File: config.mk
export PLATFORM = sky130hd
export DESIGN_NAME = rgb_vlc_packer
export DESIGN_NICKNAME = d
export VERILOG_FILES = /design/src/rtl/rgb_vlc_packer.sv
export SDC_FILE = /design/constraint.sdc
export NUM_CORES = 1
export LEC_CHECK = 0
export ABC_AREA = 1
export CORE_ASPECT_RATIO = 0.5
export CORE_UTILIZATION = 53
export CTS_CLUSTER_DIAMETER = 40
export DETAILED_ROUTE_END_ITERATION = 7
export GPL_TIMING_DRIVEN = 1
export PLACE_DENSITY = 0.88
export SETUP_SLACK_MARGIN = 0.3
export SLEW_MARGIN = 15
export SYNTH_ARGS = -nofsm -noshare
export SYNTH_HDL_FRONTEND = slang
export SYNTH_SLANG_ARGS = --single-unit
export TNS_END_PERCENT = 5
File: constraint.sdc
create_clock -name clk -period 3.5 [get_ports clk]
set_input_delay 0.7 -clock clk [delete_from_list [all_inputs] [get_ports clk]]
set_output_delay 0.7 -clock clk [all_outputs]
set_load 0.005 [all_outputs]
File: src/rtl/rgb_vlc_packer.sv
// rtl/rgb_vlc_packer.sv - serial variable-length encoder for 5:5:5 RGB pixels
//
// Each channel value is coded as a 3-bit leading-one position (MSB first)
// followed by the bits below that leading one (MSB first). Channels are
// emitted R, G, B; a pixel code is 9..21 bits long.
//
// Ports:
//   clk        single clock, rising edge
//   rst        synchronous active-high reset
//   pix_in     pixel {R[14:10], G[9:5], B[4:0]}
//   pix_valid  pix_in holds a pixel to encode
//   pix_ready  block accepts a pixel this cycle (IDLE only)
//   bit_out    current serial code bit
//   bit_valid  bit_out is valid
//   bit_ready  downstream accepts bit_out this cycle
//   bit_last   bit_out is the final bit of the pixel
module rgb_vlc_packer (
    input  logic        clk,
    input  logic        rst,
    input  logic [14:0] pix_in,
    input  logic        pix_valid,
    output logic        pix_ready,
    output logic        bit_out,
    output logic        bit_valid,
    input  logic        bit_ready,
    output logic        bit_last
);

    typedef enum logic [1:0] {
        IDLE = 2'd0,
        CNT  = 2'd1,
        MANT = 2'd2
    } state_t;

    state_t      state, state_n;
    logic [14:0] pix_q, pix_n;
    logic [1:0]  ch, ch_n;     // 0=R, 1=G, 2=B
    logic [1:0]  idx, idx_n;   // bit position: count 2..0, mantissa 3..down

    logic [4:0]  v;
    logic [2:0]  c;
    logic [3:0]  m;
    logic        mant_end;

    // Channel currently being emitted, taken from the captured pixel only.
    always_comb begin
        case (ch)
            2'd0:    v = pix_q[14:10];
            2'd1:    v = pix_q[9:5];
            default: v = pix_q[4:0];
        endcase
    end

    // Leading-one count and left-aligned mantissa below the leading one.
    // v=0 and v=1 both give c=0 (the lowest bit is intentionally lost).
    always_comb begin
        c = 3'd0;
        m = 4'd0;
        if (v[4]) begin
            c = 3'd4;
            m = v[3:0];
        end else if (v[3]) begin
            c = 3'd3;
            m = {v[2:0], 1'b0};
        end else if (v[2]) begin
            c = 3'd2;
            m = {v[1:0], 2'b00};
        end else if (v[1]) begin
            c = 3'd1;
            m = {v[0], 3'b000};
        end
    end

    // Mantissa index counts down from 3; the c-th bit sits at index 4-c.
    assign mant_end = ({1'b0, idx} == (3'd4 - c));

    assign pix_ready = (state == IDLE) && !rst;
    assign bit_valid = (state != IDLE);

    always_comb begin
        bit_out = 1'b0;
        if (state == CNT)
            bit_out = c[idx];
        else if (state == MANT)
            bit_out = m[idx];
    end

    assign bit_last = (ch == 2'd2) &&
                      (((state == CNT) && (idx == 2'd0) && (c == 3'd0)) ||
                       ((state == MANT) && mant_end));

    always_comb begin
        state_n = state;
        pix_n   = pix_q;
        ch_n    = ch;
        idx_n   = idx;
        case (state)
            IDLE: begin
                if (pix_valid) begin
                    state_n = CNT;
                    pix_n   = pix_in;
                    ch_n    = 2'd0;
                    idx_n   = 2'd2;
                end
            end
            CNT: begin
                if (bit_ready) begin
                    if (idx != 2'd0) begin
                        idx_n = idx - 2'd1;
                    end else if (c != 3'd0) begin
                        state_n = MANT;
                        idx_n   = 2'd3;
                    end else if (ch == 2'd2) begin
                        state_n = IDLE;
                    end else begin
                        ch_n  = ch + 2'd1;
                        idx_n = 2'd2;
                    end
                end
            end
            MANT: begin
                if (bit_ready) begin
                    if (!mant_end) begin
                        idx_n = idx - 2'd1;
                    end else if (ch == 2'd2) begin
                        state_n = IDLE;
                    end else begin
                        state_n = CNT;
                        ch_n    = ch + 2'd1;
                        idx_n   = 2'd2;
                    end
                end
            end
            default: state_n = IDLE;
        endcase
    end

    always_ff @(posedge clk) begin
        if (rst) begin
            state <= IDLE;
            pix_q <= 15'd0;
            ch    <= 2'd0;
            idx   <= 2'd0;
        end else begin
            state <= state_n;
            pix_q <= pix_n;
            ch    <= ch_n;
            idx   <= idx_n;
        end
    end

endmodule

; ---- Word level (Yosys, flattened, before mapping)
; Index checks and enable logic that the tools add are counted.
[op_classes]
add_sub_neg = 3
n_lt_le_gt_ge = 1
eq_ne = 12
n_mux = 40
n_reduce_logical = 19
[ops]
columns = cell, count
row1 = two-way mux 2 bit, 23
row2 = one-hot mux 2 bit (3 select lines), 3
row3 = two-way mux 4 bit, 4
row4 = inequality test 2 bit (second input constant), 6
row5 = one-hot mux 5 bit (2 select lines), 1
row6 = AND reduction 7 bit, 1
row7 = zero test 2 bit, 3
row8 = two-way mux 1 bit, 6
row9 = AND reduction 6 bit, 1
row10 = nonzero test 3 bit, 2
row11 = logical AND 1 bit, 5
row12 = binary-select mux 1 bit (select 2 bit), 2
row13 = == test 2 x 1 -> 1 bit (second input constant), 2
row14 = == test 2 bit (second input constant), 2
row15 = AND reduction 4 bit, 1
row16 = nonzero test 2 bit, 2
row17 = == test 2 x 3 -> 1 bit, 1
row18 = zero test 3 bit, 1
row19 = less-than comparator 2 x 3 -> 1 bit (second input constant), 1
row20 = two-way mux 3 bit, 1
row21 = inequality test 3 x 1 -> 1 bit (second input constant), 1
row22 = subtractor 3 bit (first input constant), 1
row23 = adder 2 x 1 -> 2 bit (second input constant), 1
row24 = AND reduction 2 bit, 1
row25 = other kinds (3), 3
[word_totals]
regBits = 21
inputBits = 19
out_inout_bits = 4
elab_cells = 79

; ---- Logic depth before layout (Yosys ltp)
; Gate-level depths: netlist of run 1.
[depth]
word_depth = 11
ltp_mapped = 19
mapped_depth_nobuf = 19

; ---- Least setup slack after synthesis of run 1
; OpenSTA, ideal clock, no wires.
[synth_path]
path_type = reg2out
from = reg ch[0]
to = out bit_last
t_arrival_ns = 2.343
required_ns = 2.800
setup_slack_ns = 0.457
stages_incl_launch_ff = 16
cell_sequence = dfxtp_1 > inv_1 > ha_1 > nor2_2 > nand2_1 > nand3_2 > nand3_2 > nand2_2 > inv_1 > ha_1 > or2_2 > nand3_1 > inv_1 > nand3_2 > nor2_1 > o21a_1
[synth_via]
elab_chain_cells = 11
[synth_lines]
columns = element, line
row1 = "start, declared", 37  ; logic [1:0] ch, ch_n;
row2 = "start signal, assigned", 147  ; ch <= ch_n;
row3 = == test 2 x 1 -> 1 bit / zero test 2 bit (equally long branches), 47  ; case (ch)
row4 = one-hot mux 5 bit (2 select lines), 47
row5 = two-way mux 1 bit, 68  ; end else if (v[1]) begin
row6 = two-way mux 2 bit, 65  ; end else if (v[2]) begin
row7 = two-way mux 2 bit, 62  ; end else if (v[3]) begin
row8 = two-way mux 3 bit, 59  ; if (v[4]) begin
row9 = subtractor 3 bit, 75  ; assign mant_end = ({1'b0, idx} == (3'd4 - c));
row10 = == test 2 x 3 -> 1 bit, 75
row11 = logical AND 1 bit, 90  ; ((state == MANT) && mant_end));
row12 = logical OR 1 bit, 89  ; (((state == CNT) && (idx == 2'd0) && (c == 3'd0)) ||
row13 = logical AND 1 bit (*), 88  ; assign bit_last = (ch == 2'd2) &&
row14 = "end, declared", 26  ; output logic bit_last
; Mark *: on every way between the ends. The rest lies on a longest branch, timed or not.

; ---- Worst setup path after layout of run 1
; Same ends and word-level chain as after synthesis.

==> impl_metrics.py, run 1 <==
metrics = {
    "global_routing": {
        "grt_pass1_vias": 1502,
        "grt_start_max_net_pins": 19,
        "antenna_found_initial": 0,
        "grt.total_usage_pct": 33.2,
        "overflow": 0,
        "grt_pass1_wl_mm": 6.85,
    },
    "logic_synthesis": {
        "yosysTopAreaCellShare_pct": 30.0,
        "ys_types": 27,
        "mappedNetlistNets": 239,
        "synthFlopType": "dfxtp_1",
        "ys_seq_area_share_pct": 30.0,
        "postSynth.asyncResetShare_pct": 0,
        "netlist_instances": 208,
        "postSynthAreaPerCell_um2": 6.74,
        "synth_edf_count": 0,
        "yosysWarnings": 0,
        "synth_top_cell_by_area": "dfxtp_1",
        "synth_area_leaders": "dfxtp_1, nor2_1, ha_1",
        "ys_seq_elements": 21,
        "netlist_area_mm2": 0.00140,
    },
    "detailed_routing": {
        "routed_wirelength_mm": 4.41,
        "postRouteAntennaNets": 0,
        "drt_iter0_drc": 177,
        "avgRoutedWirePerCell_um": 15.8,
        "drc": 0,
        "vias": 1658,
        "first_pass_iters": 5,
        "via_per_inst": 5.92,
    },
    "setup_path": {
        "start_kind": "flip-flop",
        "crit_path_end_kind": "output pin",
        "cp_data_arrival_time_ns": 2.59,
        "crit_fanout": 4,
        "crit_type": "flip-flop to output pin",
        "cp.required_ns": 2.80,
    },
    "timing": {
        "setup_viol": 0,
        "fmax_ghz": 0.304,
        "fin_crit_ns": 3.29,
        "rsz0062_at_grt": "true",
        "slew_headroom_pct": 65.6,
        "fin_crit_sh_pct": 93.9,
        "hold_viol_final": 0,
        "slew_violations": 0,
        "finClkSkew_ns": 0.00315,
        "tightest_slew_ns": 0.513,
        "setup-tns-final_ns": 0,
    },
    "floorplan": {
        "die_h_um": 38.4,
        "rows": 12,
        "ios": 23,
        "die_area_mm2": 0.00287,
        "die_w_um": 74.8,
        "core_area_mm2": 0.00236,
        "start_util_pct": 59.5,
    },
    "clock_tree": {
        "root_buffer": "clkbuf_8",
        "cts_buffers": 3,
        "clock-sinks": 21,
        "worst_skew_pair.late_latency_ns": 0.27,
        "path_clk_slew_ns": 0.08,
        "cts_tree": "built",
        "clockBufferDepth": 2,
        "cts_max_level": 1,
        "cts-hold-fix-buffers": 0,
    },
    "status": {
        "outcome": "finished, final reports clean",
    },
    "min_path": {
        "min_path_type": "flip-flop to flip-flop",
    },
    "power_and_ir_drop": {
        "p_leak_nw": 0.849,
        "ir_drop_uv": 507,
        "power_density_mw_per_mm2": 935,
        "p_total_w": 0.00180,
    },
    "run": {
        "maxCapViolCount": 0,
    },
    "cells_and_area": {
        "nNetsFinal": 277,
        "final_util_pct": 81.8,
        "diodes": 0,
        "drive_above_1_share_pct": 24.1,
        "synthToLayoutAreaGrowth_pct": 37.5,
    },
    "place": {
        "dpl.hpwl_mm": 2.51,
        "port_buffers": 22,
        "gp_congestion": 0.918,
    },
}
## cells in the final DEF (no fill, tap or decap), types with 2 or more instances in the layout
cell type / instances
clkbuf_8: 3
inv_4: 2
ha_4: 4
nand4_1: 4
inv_2: 5
o21bai_1: 3
nand2_2: 9
a21oi_1: 13
nand3_2: 6
inv_1: 18
dfxtp_1: 19
nand2_1: 30
o22ai_1: 2
o21ai_0: 21
ha_1: 8
nor2_4: 3
a21oi_4: 2
o21ai_1: 2
clkdlybuf4s50_1: 20
nor2_1: 38
nand2_4: 2
buf_4: 14
## cells by family (layout without fill, tap and decap cells)
family          after synthesis  in the layout  share of synthesized area (%)
fa+ha+maj                    12             12                           10.7
buf+inv                      28             65                           7.49
compound gates               49             49                           20.3
flops                        21             21                           30.0
simple gates                 98             98                           31.5
## worst max-delay path, cell delays in order, from the launching register on
cell and delay [ns]:
dfxtp_4 0.39, inv_4 0.05, ha_4 0.18, buf_4 0.14
inv_2 0.07, o21ai_2 0.06, inv_1 0.07, nand2_2 0.09
nand2_4 0.08, inv_2 0.05, nor2_4 0.13, ha_4 0.22
or2_4 0.25, nand3_2 0.09, inv_2 0.04, nand3_2 0.07
nor2_2 0.05, o21a_1 0.17, buf_2 0.12
## where the power goes
| group | total [W] | internal [W] | switching (W) | leakage (nW) |
|---|---|---|---|---|
| registers | 0.000363 | 0.000306 | 0.0000577 | 0.175 |
| logic | 0.00127 | 0.000549 | 0.000725 | 0.653 |
| clock network | 0.000166 | 0.0000805 | 0.0000850 | 0.0217 |
## Yosys cell counts (3+ instances only)
library cell and instances:
nand4_1 4, clkbuf_1 3, nand2_1 36, ha_1 12, dfxtp_1 21, nor2_1 41
inv_1 25, o21ai_0 22, o21bai_1 3, nand2_2 4, a21oi_1 13, nand3_2 5
## worst paths after layout
path | end | slack (ns) | depth (start not counted) | start
max | bit_last | 0.21 | 18 | ch[0]
min | pix_q[10] | 0.48 | 2 | pix_q[10]
max reg2reg | state[0] | 0.63 | 21 | ch[1]
min reg2reg | pix_q[10] | 0.48 | 2 | pix_q[10]
## routing by layer
metal / share of wire (%) / vias up / GRT usage, %
li1: - / 752 / -
met1: 40 / 741 / 35.2
met2: 46 / 122 / 59.9
met3: 7.7 / 43 / 9.47
met4: 6.3 / 0 / 20.8
met5: 0 / - / 0
## stage by stage
stage | instance area, um2 | worst slack, ns | hold WS [ns] | instances
after floorplan | 1400 | 0.457 | 0.424 | 208
after global placement | 1700 | 0.0476 | 0.454 | 268
after detailed placement | 1700 | -0.0992 | 0.471 | 268
after CTS | 1920 | 0.263 | 0.483 | 280
after global routing | 1930 | 0.135 | 0.513 | 280
final | 1930 | 0.214 | 0.485 | 280
## final cells by class
cell class	instances	area [um2]
Tap cell	35	43.8
Fill cell	149	429
Clock inverter	1	7.51
Inverter	25	98.8
Clock buffer	3	41.3
Timing Repair Buffer	36	323
Multi-Input combinational cell	159	988
Sequential cell	21	425
## what timing repair did
item | 4_1_cts | 5_1_grt
setup buffers | 8 | 0
endpoints found under the hold margin | 0 | 0
resized for setup | 39 | 3
pin swaps | 12 | 0
endpoints found under the setup margin | 2 | 2
## registers in the layout, summed over array words and instances (netlist names)
signal,cells
ch,2
idx,2
pix_q,15
state,2
No activity file was read; power rests on OpenSTA's default activity.
==> inputs of run 2 (changes only) <==
- CAP_MARGIN: not set -> 20
==> results of run 2 <==
The final DEF is identical to that of run 1; final timing and power are the same.
